## src/rtl/uart_poll_sched.sv

```systemverilog
// RS-485 half-duplex poll scheduler: one request byte per period, then collects a
// fixed-length response into a small buffer, with turnaround guards and a timeout.
module uart_poll_sched #(
    parameter int unsigned RESP_LEN    = 14,
    parameter logic [7:0]  CMD_BYTE    = 8'hA5,
    parameter int unsigned PERIOD_CYC  = 80640,
    parameter int unsigned GUARD_CYC   = 16,
    parameter int unsigned TIMEOUT_CYC = 40000
) (
    input  logic        clk80,
    input  logic        rst,
    input  logic        enable,
    output logic [7:0]  tx_data,
    output logic        tx_start,
    input  logic        tx_busy,
    input  logic [7:0]  rx_data,
    input  logic        rx_valid,
    input  logic        rx_err,
    output logic        UART0_dTX,
    output logic        UART0_dRX,
    output logic [3:0]  buf_addr,
    output logic [7:0]  buf_data,
    output logic        buf_we,
    output logic        frame_done,
    output logic        frame_timeout,
    output logic [15:0] frame_cnt,
    output logic [7:0]  err_cnt
);

    localparam int unsigned PW = (PERIOD_CYC > 1) ? $clog2(PERIOD_CYC) : 1;
    localparam int unsigned TW = $clog2(TIMEOUT_CYC + 1);
    localparam int unsigned GW = $clog2(GUARD_CYC + 2);

    typedef enum logic [2:0] {
        IDLE, DRV_ON, SEND, TX_WAIT, DRV_OFF, RECV, DONE, TOUT
    } state_t;

    state_t        state;
    logic [PW-1:0] pcnt;
    logic [TW-1:0] tcnt;
    logic [GW-1:0] gcnt;
    logic [3:0]    idx;

    logic       rx_good;
    logic       rx_bad;
    logic       last_byte;
    logic       tout_hit;
    logic [1:0] err_inc;
    logic [8:0] err_sum;

    // A final byte arriving on the timeout cycle wins over the timeout.
    assign rx_good   = (state == RECV) && rx_valid && !rx_err;
    assign rx_bad    = (state == RECV) && rx_err;
    assign last_byte = rx_good && (idx == 4'(RESP_LEN - 1));
    assign tout_hit  = (state == RECV) && (tcnt == TW'(TIMEOUT_CYC - 1)) && !last_byte;
    assign err_inc   = 2'(rx_bad) + 2'(tout_hit);
    assign err_sum   = {1'b0, err_cnt} + {7'd0, err_inc};

    always_ff @(posedge clk80) begin
        if (rst) begin
            state         <= IDLE;
            pcnt          <= '0;
            tcnt          <= '0;
            gcnt          <= '0;
            idx           <= '0;
            tx_data       <= '0;
            tx_start      <= 1'b0;
            UART0_dTX     <= 1'b0;
            UART0_dRX     <= 1'b1;
            buf_addr      <= '0;
            buf_data      <= '0;
            buf_we        <= 1'b0;
            frame_done    <= 1'b0;
            frame_timeout <= 1'b0;
            frame_cnt     <= '0;
            err_cnt       <= '0;
        end else begin
            tx_start      <= 1'b0;
            buf_we        <= 1'b0;
            frame_done    <= 1'b0;
            frame_timeout <= 1'b0;
            err_cnt       <= err_sum[8] ? 8'hFF : err_sum[7:0];

            if (!enable || pcnt == PW'(PERIOD_CYC - 1)) begin
                pcnt <= '0;
            end else begin
                pcnt <= pcnt + PW'(1);
            end

            case (state)
                IDLE: begin
                    if (enable && pcnt == '0) begin
                        state     <= DRV_ON;
                        gcnt      <= '0;
                        UART0_dTX <= 1'b1;
                        UART0_dRX <= 1'b1;
                    end
                end
                // Strobe is launched on the last guard cycle so it lands exactly GUARD_CYC after dTX.
                DRV_ON: begin
                    if (gcnt == GW'(GUARD_CYC - 1)) begin
                        state    <= SEND;
                        tx_start <= !tx_busy;
                        if (!tx_busy) begin
                            tx_data <= CMD_BYTE;
                        end
                    end else begin
                        gcnt <= gcnt + GW'(1);
                    end
                end
                SEND: begin
                    if (tx_start) begin
                        state <= TX_WAIT;
                        gcnt  <= '0;
                    end else if (!tx_busy) begin
                        tx_start <= 1'b1;
                        tx_data  <= CMD_BYTE;
                    end
                end
                TX_WAIT: begin
                    if (gcnt == '0) begin
                        gcnt <= GW'(1);
                    end else if (!tx_busy) begin
                        state     <= DRV_OFF;
                        gcnt      <= GW'(1);
                        UART0_dTX <= 1'b0;
                    end
                end
                // The cycle that saw tx_busy fall counts as the first turnaround cycle.
                DRV_OFF: begin
                    if (gcnt >= GW'(GUARD_CYC - 1)) begin
                        state     <= RECV;
                        idx       <= '0;
                        tcnt      <= '0;
                        UART0_dRX <= 1'b0;
                    end else begin
                        gcnt <= gcnt + GW'(1);
                    end
                end
                RECV: begin
                    tcnt <= tcnt + TW'(1);
                    if (rx_good) begin
                        buf_we   <= 1'b1;
                        buf_addr <= idx;
                        buf_data <= rx_data;
                        idx      <= idx + 4'd1;
                    end
                    if (last_byte) begin
                        state      <= DONE;
                        frame_done <= 1'b1;
                        frame_cnt  <= frame_cnt + 16'd1;
                        UART0_dRX  <= 1'b1;
                    end else if (tout_hit) begin
                        state         <= TOUT;
                        frame_timeout <= 1'b1;
                        UART0_dRX     <= 1'b1;
                    end
                end
                DONE:    state <= IDLE;
                TOUT:    state <= IDLE;
                default: state <= IDLE;
            endcase
        end
    end

endmodule

```

## config.mk

```make
export PLATFORM = sky130hd
export DESIGN_NAME = uart_poll_sched
export DESIGN_NICKNAME = d
export VERILOG_FILES = /design/src/rtl/uart_poll_sched.sv
export SDC_FILE = /design/constraint.sdc
export NUM_CORES = 1
export LEC_CHECK = 0
export BUFFER_PORTS_ARGS = -buffer_cell sky130_fd_sc_hd__buf_2
export CAP_MARGIN = 20
export CORE_AREA = 5 5 103 105
export DETAILED_ROUTE_END_ITERATION = 7
export DIE_AREA = 0 0 108 110
export PLACE_DENSITY_LB_ADDON = 0.1
export SLEW_MARGIN = 10
export SYNTH_ARGS = -nofsm -noshare
export SYNTH_HDL_FRONTEND = slang
export SYNTH_SLANG_ARGS = --single-unit
export TNS_END_PERCENT = 50
```

## constraint.sdc

```tcl
create_clock -name clk80 -period 6.6 [get_ports clk80]
set_input_delay 0.99 -clock clk80 [delete_from_list [all_inputs] [get_ports clk80]]
set_output_delay 0.99 -clock clk80 [all_outputs]
set_load 0.03 [all_outputs]
```

Word level (Yosys, flattened, before mapping) --
Index checks and enable logic that the tools add are counted.
Storage, ports and cells: flip-flop bits (word level) 95, input bits 14, output and inout bits 50, word-level logic and storage cells 122
Operators by class: add/subtract/negate cells 7, magnitude comparators 1, equality and inequality tests 23, multiplexer cells 41, bitwise gates (word level) 1, reductions and logical operators 33
Operator list (count):
- $add A16 B1 Y16 const B | 2
- $mux W8 | 4
- $pmux W16 S2 | 1
- $mux W5 | 6
- $pmux W5 S5 | 1
- $mux W3 | 8
- $pmux W3 S7 | 1
- $ne A2 B2 Y1 const B | 10
- $add A17 B1 Y17 const B | 1
- $eq A17 B17 Y1 const B | 1
- $logic_not A17 Y1 | 1
- $eq A16 B16 Y1 const B | 1
- $mux W16 | 1
- $pmux W8 S2 | 1
- $eq A3 B3 Y1 const B | 4
- $mux W1 | 12
- $add A8 B2 Y9 | 1
- $mux W4 | 2
- $pmux W4 S2 | 1
- $reduce_and A4 Y1 | 2
- $logic_and A1 B1 Y1 | 7
- $reduce_and A7 Y1 | 1
- $eq A3 B2 Y1 const B | 2
- $ne A3 B3 Y1 const B | 2
- other kinds (22) | 33

Logic depth before layout (Yosys ltp) --
Gate-level depths: netlist of run 1.
depth after elaboration 9, gate-level depth with buffers 14, gate-level depth less buffers 12

Worst setup path after synthesis of run 1 --
No wires, ideal clock.
path type input to register, start in rx_valid, end reg err_cnt[0], library setup time 0.071 ns, data arrival time 2.775 ns, data required time 6.529 ns, path slack 3.754 ns, stages on the path 11, path through nor2b_1 -> and2_1 -> clkbuf_1 -> nand2_1 -> nand2_1 -> fa_1 -> inv_1 -> ha_1 -> and3_1 -> nand3_1 -> a21oi_1
On the way: word-level cells in the longest chain between the ends 8
RTL lines:
- from (decl) | line 17 | input logic rx_valid,
- $logic_and A1 B1 Y1 (2 in series) | line 52 | assign rx_good = (state == RECV) && rx_valid && !rx_err;
- $logic_and A1 B1 Y1 | line 54 | assign last_byte = rx_good && (idx == 4'(RESP_LEN - 1));
- $logic_not A1 Y1 | line 55 | assign tout_hit = (state == RECV) && (tcnt == TW'(TIMEOUT_CYC - 1)) && !last_byte;
- $logic_and A1 B1 Y1 | line 55
- $add A1 B1 Y2 | line 56 | assign err_inc = 2'(rx_bad) + 2'(tout_hit);
- $add A8 B2 Y9 | line 57 | assign err_sum = {1'b0, err_cnt} + {7'd0, err_inc};
- $mux W8 | line 82 | err_cnt <= err_sum[8] ? 8'hFF : err_sum[7:0];
- to (signal assigned) | line 82
- to (decl) | line 27 | output logic [7:0] err_cnt
Every way passes these cells. A chain may end at the register's enable or synchronous reset.

Worst setup path in the final report of run 1 --
start reg state[0], end reg err_cnt[3]
On the way: word-level cells in the longest chain between the ends 9
RTL lines:
- from (decl) | line 38 | state_t state;
- from (signal assigned) | line 61 | state <= IDLE;
- from (signal assigned) | line 93 | state <= DRV_ON;
- from (signal assigned) | line 102 | state <= SEND;
- $eq A3 B3 Y1 * | line 52, 53, 55
- $logic_and A1 B1 Y1 (2 in series) | line 52
- $logic_and A1 B1 Y1 | line 54
- $logic_not A1 Y1 | line 55
- $logic_and A1 B1 Y1 | line 55
- $add A1 B1 Y2 * | line 56
- $add A8 B2 Y9 * | line 57
- $mux W8 * | line 82
Mark *: on every way between the ends. The rest lies on a longest branch, timed or not.

==> run metrics, run 1 <==
status finished clean; Sequential Power Share 0.496; Unique masters post-synth 49; final WL 9340 um; largest net degree at the start of global routing 74; setup ws final 3210 ps; Final Instance Count excl. Fillers 698; worst path cell trace nand3b_1 > nor3_1 > nand2_1 > fa_1 > inv_1 > ha_1 > and3_1 > nand3_1 > a21oi_1; HP Start buf_data[7]; HP Class reg2reg; fin. max-slew vios 0; ANT nets after route 0; Synth Register Bits 88; layout cell share with drive strength beyond 1 0.149; Mapped Area 4200 um^2; I/O pins 64; final instance area 4750 um^2; crit path time final 3390 ps; pre-CTS WS 3170 ps; dpl cell area 4530 um^2; TritonCTS clock tree done; Starting Density 0.440; MaxCap Viol Count 0; vias in the first global route 3,422; row cnt 36; TritonRoute pass-1 iters 4; relative max-transition margin 0.303; Critical Path AT 3670 ps; CTS resizes 0; GP Congestion 0.820; sequential cell area 1760 um^2; f_max 295 MHz; xor/xnor share of the synthesized area 0.0667; pwr dens 241 nW/um^2; CP Class reg2reg; Fin. Hold Viols 0; Post-synth ARST share 0; Placed Instances 683; post-DR vias/cell 5.22; Top FF cell, synth dfxtp_1; # setup viols final 0; worst-path fanout max 17; switching power 0.323 mW; DP HPWL 6600 um; internal power 0.819 mW; Port Buffers 59; crit start category register; crit path from state[0]; RSZ-0062 raised after global routing no; CP max stage delay 650 ps; Net Sw Frac 0.283; Static Leak 1.81 nW; syn_area_per_cell 8.13 um^2; Synth-to-Final Area Change 13.0%; chip height 110 um; Num CTS Buffers 9; post-CTS setup buffers 0; filler instances 955; fin crit share 0.513; core area 9550 um^2; most frequent cells in the layout 88 x dfxtp_1, 70 x nor2_1, 59 x buf_2; RR Startpoint state[0]; Slew @ Worst Pin 1030 ps; Clock Tree Root clkbuf_8; CP required 6880 ps; GR Overflow Total 0; Worst-path clk slew 90 ps; sequential-to-total area share from yosys stat 0.419; Multi-input gate area 2220 um^2; Post-synth EDFFs 0; Mapped Cells 517; post-synthesis mux area share 0.0134; clock skew 10.1 ps; Total GRT Usage 0.162; combinational family with the most area after synthesis simple AND/OR/NAND/NOR gates; initial antenna violation count 0; die footprint 11,900 um^2; initial drt markers 206; diodes inserted 0; clk_lat worst skew 350 ps; maximum VDD drop 0.101 mV; Logic pwr share 0.145; die span in x 108 um; commonest non-fill, non-tap cell in the layout dfxtp_1; worst-case clock buffer depth 2; first-pass GRT wire length 15,700 um; Synth Area in Compound Gates 0.127; clock network fraction of total power 0.358; Synth Area in Adders 0.0345; hold buffers post-CTS 0; CTS sink cnt 88; Setup TNS Final 0 ps; H-tree depth 3; synthesized-area fraction occupied by and/or/nand/nor cells 0.283; Slowest-stage cell, CP dfxtp_1; YS warnings 0; Vias 3,641; nets@finish 586; crit end category register; Avg WL per Cell 13.4 um; Residual DRC 0
==> cells in the mapped netlist, drive strengths merged (4+ instances only) <==
library cell,count,share of area
or3,8,0.012
nand2,54,0.048
nor2,70,0.063
o31ai,4,0.0071
inv,19,0.017
nor2b,5,0.011
ha,10,0.030
xnor2,15,0.031
nand4,13,0.019
o21ai,15,0.018
a31oi,5,0.0074
dfxtp,88,0.42
a21oi,47,0.056
nand3,29,0.035
and3,17,0.025
nor4,9,0.013
mux2,5,0.013
buf,11,0.020
a211oi,6,0.011
xor2,17,0.035
nor3,13,0.015
clkbuf,20,0.018
==> critical path, delay by kind of cell, from the launching register on <==
kind | cells | cell delay [ps]
compound gates | 1 | 210
fa+ha+maj | 2 | 660
buf+inv | 1 | 80
flops | 1 | 650
simple gates | 5 | 1710
==> path summary, 6_finish.rpt <==
kind,endpoint,slack (ps),cells after the start
worst max-delay path,err_cnt[3],3210,9
worst min-delay path,buf_data[7],460,2
worst max register to register,err_cnt[3],3210,9
worst min register to register,buf_data[7],460,2
==> layout make-up <==
class | instances | share of cell area
Multi-Input combinational cell | 382 | 0.468
Sequential cell | 88 | 0.371
Timing Repair Buffer | 61 | 0.0654
Tap cell | 133 | 0.0351
Clock buffer | 9 | 0.0261
Clock inverter | 6 | 0.0195
Inverter | 19 | 0.0150
==> per-stage QoR <==
stage          hold WS [ps]  total power, mW  utilization
3_5_place_dp            447            0.744        0.474
3_3_place_gp            442            0.744        0.474
5_1_grt                 486             1.20        0.497
4_1_cts                 461             1.15        0.497
6_report                457             1.14        0.497
2_1_floorplan           441            0.722            -
==> per-layer routing <==
layer,share of wire,wire length (um),global-route usage,up-vias
met2,0.48,4460,0.258,48
met5,0,0,0,-
met1,0.49,4560,0.219,1706
met3,0.030,278,0.0245,4
li1,-,-,-,1883
met4,0.0056,52,0.0667,0
==> registers in the layout (all words and copies together), names as in the netlist, 3 cells and up <==
signal / count
tcnt: 16
buf_addr: 4
frame_cnt: 16
err_cnt: 8
buf_data: 8
idx: 4
pcnt: 17
gcnt: 5
state: 3
==> logic make-up after synthesis <==
family	count (synthesis)
and+or+nand+nor	240
AOI/OAI and AO/OA	90
DFF	88
buffers and inverters	50
xor gates and xnor gates	32
adders and majority gates	11
muxes	5
other	1
==> power by group through the flow <==
stage	Combinational, mW	Sequential (mW)	Clock, mW
2_1_floorplan	0.153	0.569	0
3_3_place_gp	0.166	0.579	0
3_5_place_dp	0.164	0.579	0
4_1_cts	0.165	0.567	0.423
5_1_grt	0.182	0.571	0.445
6_report	0.166	0.567	0.409
Power figures use the tool's default switching activity.
==> run 2, diff against run 1 <==
==> constraint.sdc (replaced) <==
create_clock -name clk80 -period 3.34 [get_ports clk80]
set_input_delay 0.501 -clock clk80 [delete_from_list [all_inputs] [get_ports clk80]]
set_output_delay 0.501 -clock clk80 [all_outputs]
set_load 0.03 [all_outputs]
==> run 2 against run 1 <==
  * Final area shrank 0.13%
  * Highest routed layer unchanged
  * Register-to-register slack lost 2600 ps
  * Largest power group unchanged
  * Clock skew shrank 0.54 ps
  * Largest cell class unchanged
  * Maximum frequency grew 26%
  * Total power grew 85%
==> run metrics, run 2 (synthesis results as in run 1) <==
chip height 110 um (unchanged); Setup TNS Final 0 ps (unchanged); Fin. Hold Viols 0 (unchanged); CTS resizes 0 (unchanged); Largest register FFs 17 (unchanged); fin. max-slew vios 0 (unchanged); Placed Instances 688 (+0.73%); diodes inserted 0 (unchanged); Vias 3,664 (+0.63%); Largest regs pcnt (17), frame_cnt (16), tcnt (16); die footprint 11,900 um^2 (unchanged); DP HPWL 6840 um (+3.6%); CP Class reg2reg; first-pass GRT wire length 16,000 um (+1.6%); pwr dens 447 nW/um^2 (+86%); initial drt markers 195 (-5.3%); Slowest-stage cell, CP or4_1; Clock Tree Root clkbuf_8; core area 9550 um^2 (unchanged); Starting Density 0.440 (unchanged); Num CTS Buffers 9 (unchanged); worst path cell trace ha_1 > and3_1 > ha_1 > a32o_1 > or4_1 > or4_1 > a21oi_1; commonest non-fill, non-tap cell in the layout dfxtp_1; Slew @ Worst Pin 875 ps (-154 ps); Avg WL per Cell 13.6 um (+1.3%); final WL 9530 um (+2.0%); f_max 373 MHz (+26%); HP Class in2reg; Synth-to-Final Area Change 12.8%; GR Overflow Total 0 (unchanged); most frequent cells in the layout 88 x dfxtp_1, 70 x nor2_1, 59 x buf_2; RSZ-0062 raised after global routing no; vias in the first global route 3,398 (-0.70%); die span in x 108 um (unchanged); r2r setup slk 660 ps (-2560 ps); hold buffers post-CTS 0 (unchanged); worst-path fanout max 7 (-10); crit start category register; filler instances 1,015 (+6.3%); largest net degree at the start of global routing 51 (-31%); Final Instance Count excl. Fillers 703 (+0.72%); CP max stage delay 650 ps (about the same); Top Family by Delay on Critical Path simple AND/OR/NAND/NOR gates; relative max-transition margin 0.408 (+0.104); TritonRoute pass-1 iters 4 (unchanged); crit path time final 2680 ps (-705 ps); fin crit share 0.803 (+0.290); final instance area 4740 um^2 (-0.13%); Total GRT Usage 0.164 (+0.00259); crit end category register; post-DR vias/cell 5.21 (about the same); Static Leak 1.82 nW (+0.61%); Reg with most FFs pcnt; worst-case clock buffer depth 2 (unchanged); layout cell share with drive strength beyond 1 0.154 (+0.00571); row cnt 36 (unchanged); nets@finish 591 (+0.85%); I/O pins 64 (unchanged); Residual DRC 0 (unchanged); Worst-path clk slew 80 ps (about the same); CTS sink cnt 88 (unchanged); GP Congestion 0.828 (+0.90%); # setup viols final 0 (unchanged); sequential cell area 1760 um^2 (unchanged); clk_lat worst skew 350 ps (about the same); clock skew 9.59 ps (-0.545 ps); post-CTS setup buffers 0 (unchanged); Port Buffers 59 (unchanged); TritonCTS clock tree done; dpl cell area 4570 um^2 (+0.83%); MaxCap Viol Count 0 (unchanged); maximum VDD drop 0.209 mV (+110%); H-tree depth 3 (unchanged); initial antenna violation count 0 (unchanged); ANT nets after route 0 (unchanged); crit path buf inv count 0 (-1); Critical Path AT 2970 ps (-700 ps); CP required 3630 ps (-3250 ps); status finished clean; Multi-input gate area 2220 um^2 (unchanged)
[run 2: per-layer routing]
metal / GRT usage / up-vias / wire length [um]
met5: 0 / - / 0
met4: 0.0640 / 0 / 137
met3: 0.0297 / 12 / 298
met2: 0.252 / 54 / 4330
met1: 0.230 / 1714 / 4760
li1: - / 1884 / -
[run 2: worst reg2reg max path: cells and delay by family (launching register included)]
| kind | cells | cell delay [ps] |
|---|---|---|
| AO/OA/AOI/OAI | 2 | 430 |
| adder cells (fa/ha/maj) | 2 | 480 |
| flip-flops | 1 | 360 |
| AND/OR/NAND/NOR | 3 | 1350 |
[run 2: final timing paths]
check | from | end | cells past startpoint
worst max-delay path | gcnt[0] | gcnt[4] | 7
worst min-delay path | tx_busy | tx_start | 2
worst max register to register | gcnt[0] | gcnt[4] | 7
worst min register to register | buf_addr[1] | buf_addr[1] | 2
[run 2: metrics by stage]
| step | hold WS, ps | util | power [mW] | setup slack [ps] |
|---|---|---|---|---|
| final | 347 | 0.496 | 2.12 | 657 |
| after global routing | 346 | 0.496 | 2.23 | 445 |
| after CTS | 331 | 0.496 | 2.14 | 636 |
| after detailed placement | 447 | 0.478 | 1.47 | 644 |
| after global placement | 440 | 0.478 | 1.47 | 754 |
| after floorplan | 441 | - | 1.43 | 807 |
[run 2: area by class of cell]
| type | count | share of cell area |
|---|---|---|
| Clock inverter | 3 | 0.00369 |
| Multi-Input combinational cell | 382 | 0.468 |
| Timing Repair Buffer | 66 | 0.0734 |
| Tap cell | 133 | 0.0351 |
| Sequential cell | 88 | 0.372 |
| Inverter | 19 | 0.0150 |
| Clock buffer | 12 | 0.0327 |
[run 2: power by group]
part           internal, mW  switching [mW]  total (mW)
clock network         0.305           0.363       0.668
logic                 0.126           0.201       0.327
registers              1.07          0.0521        1.12
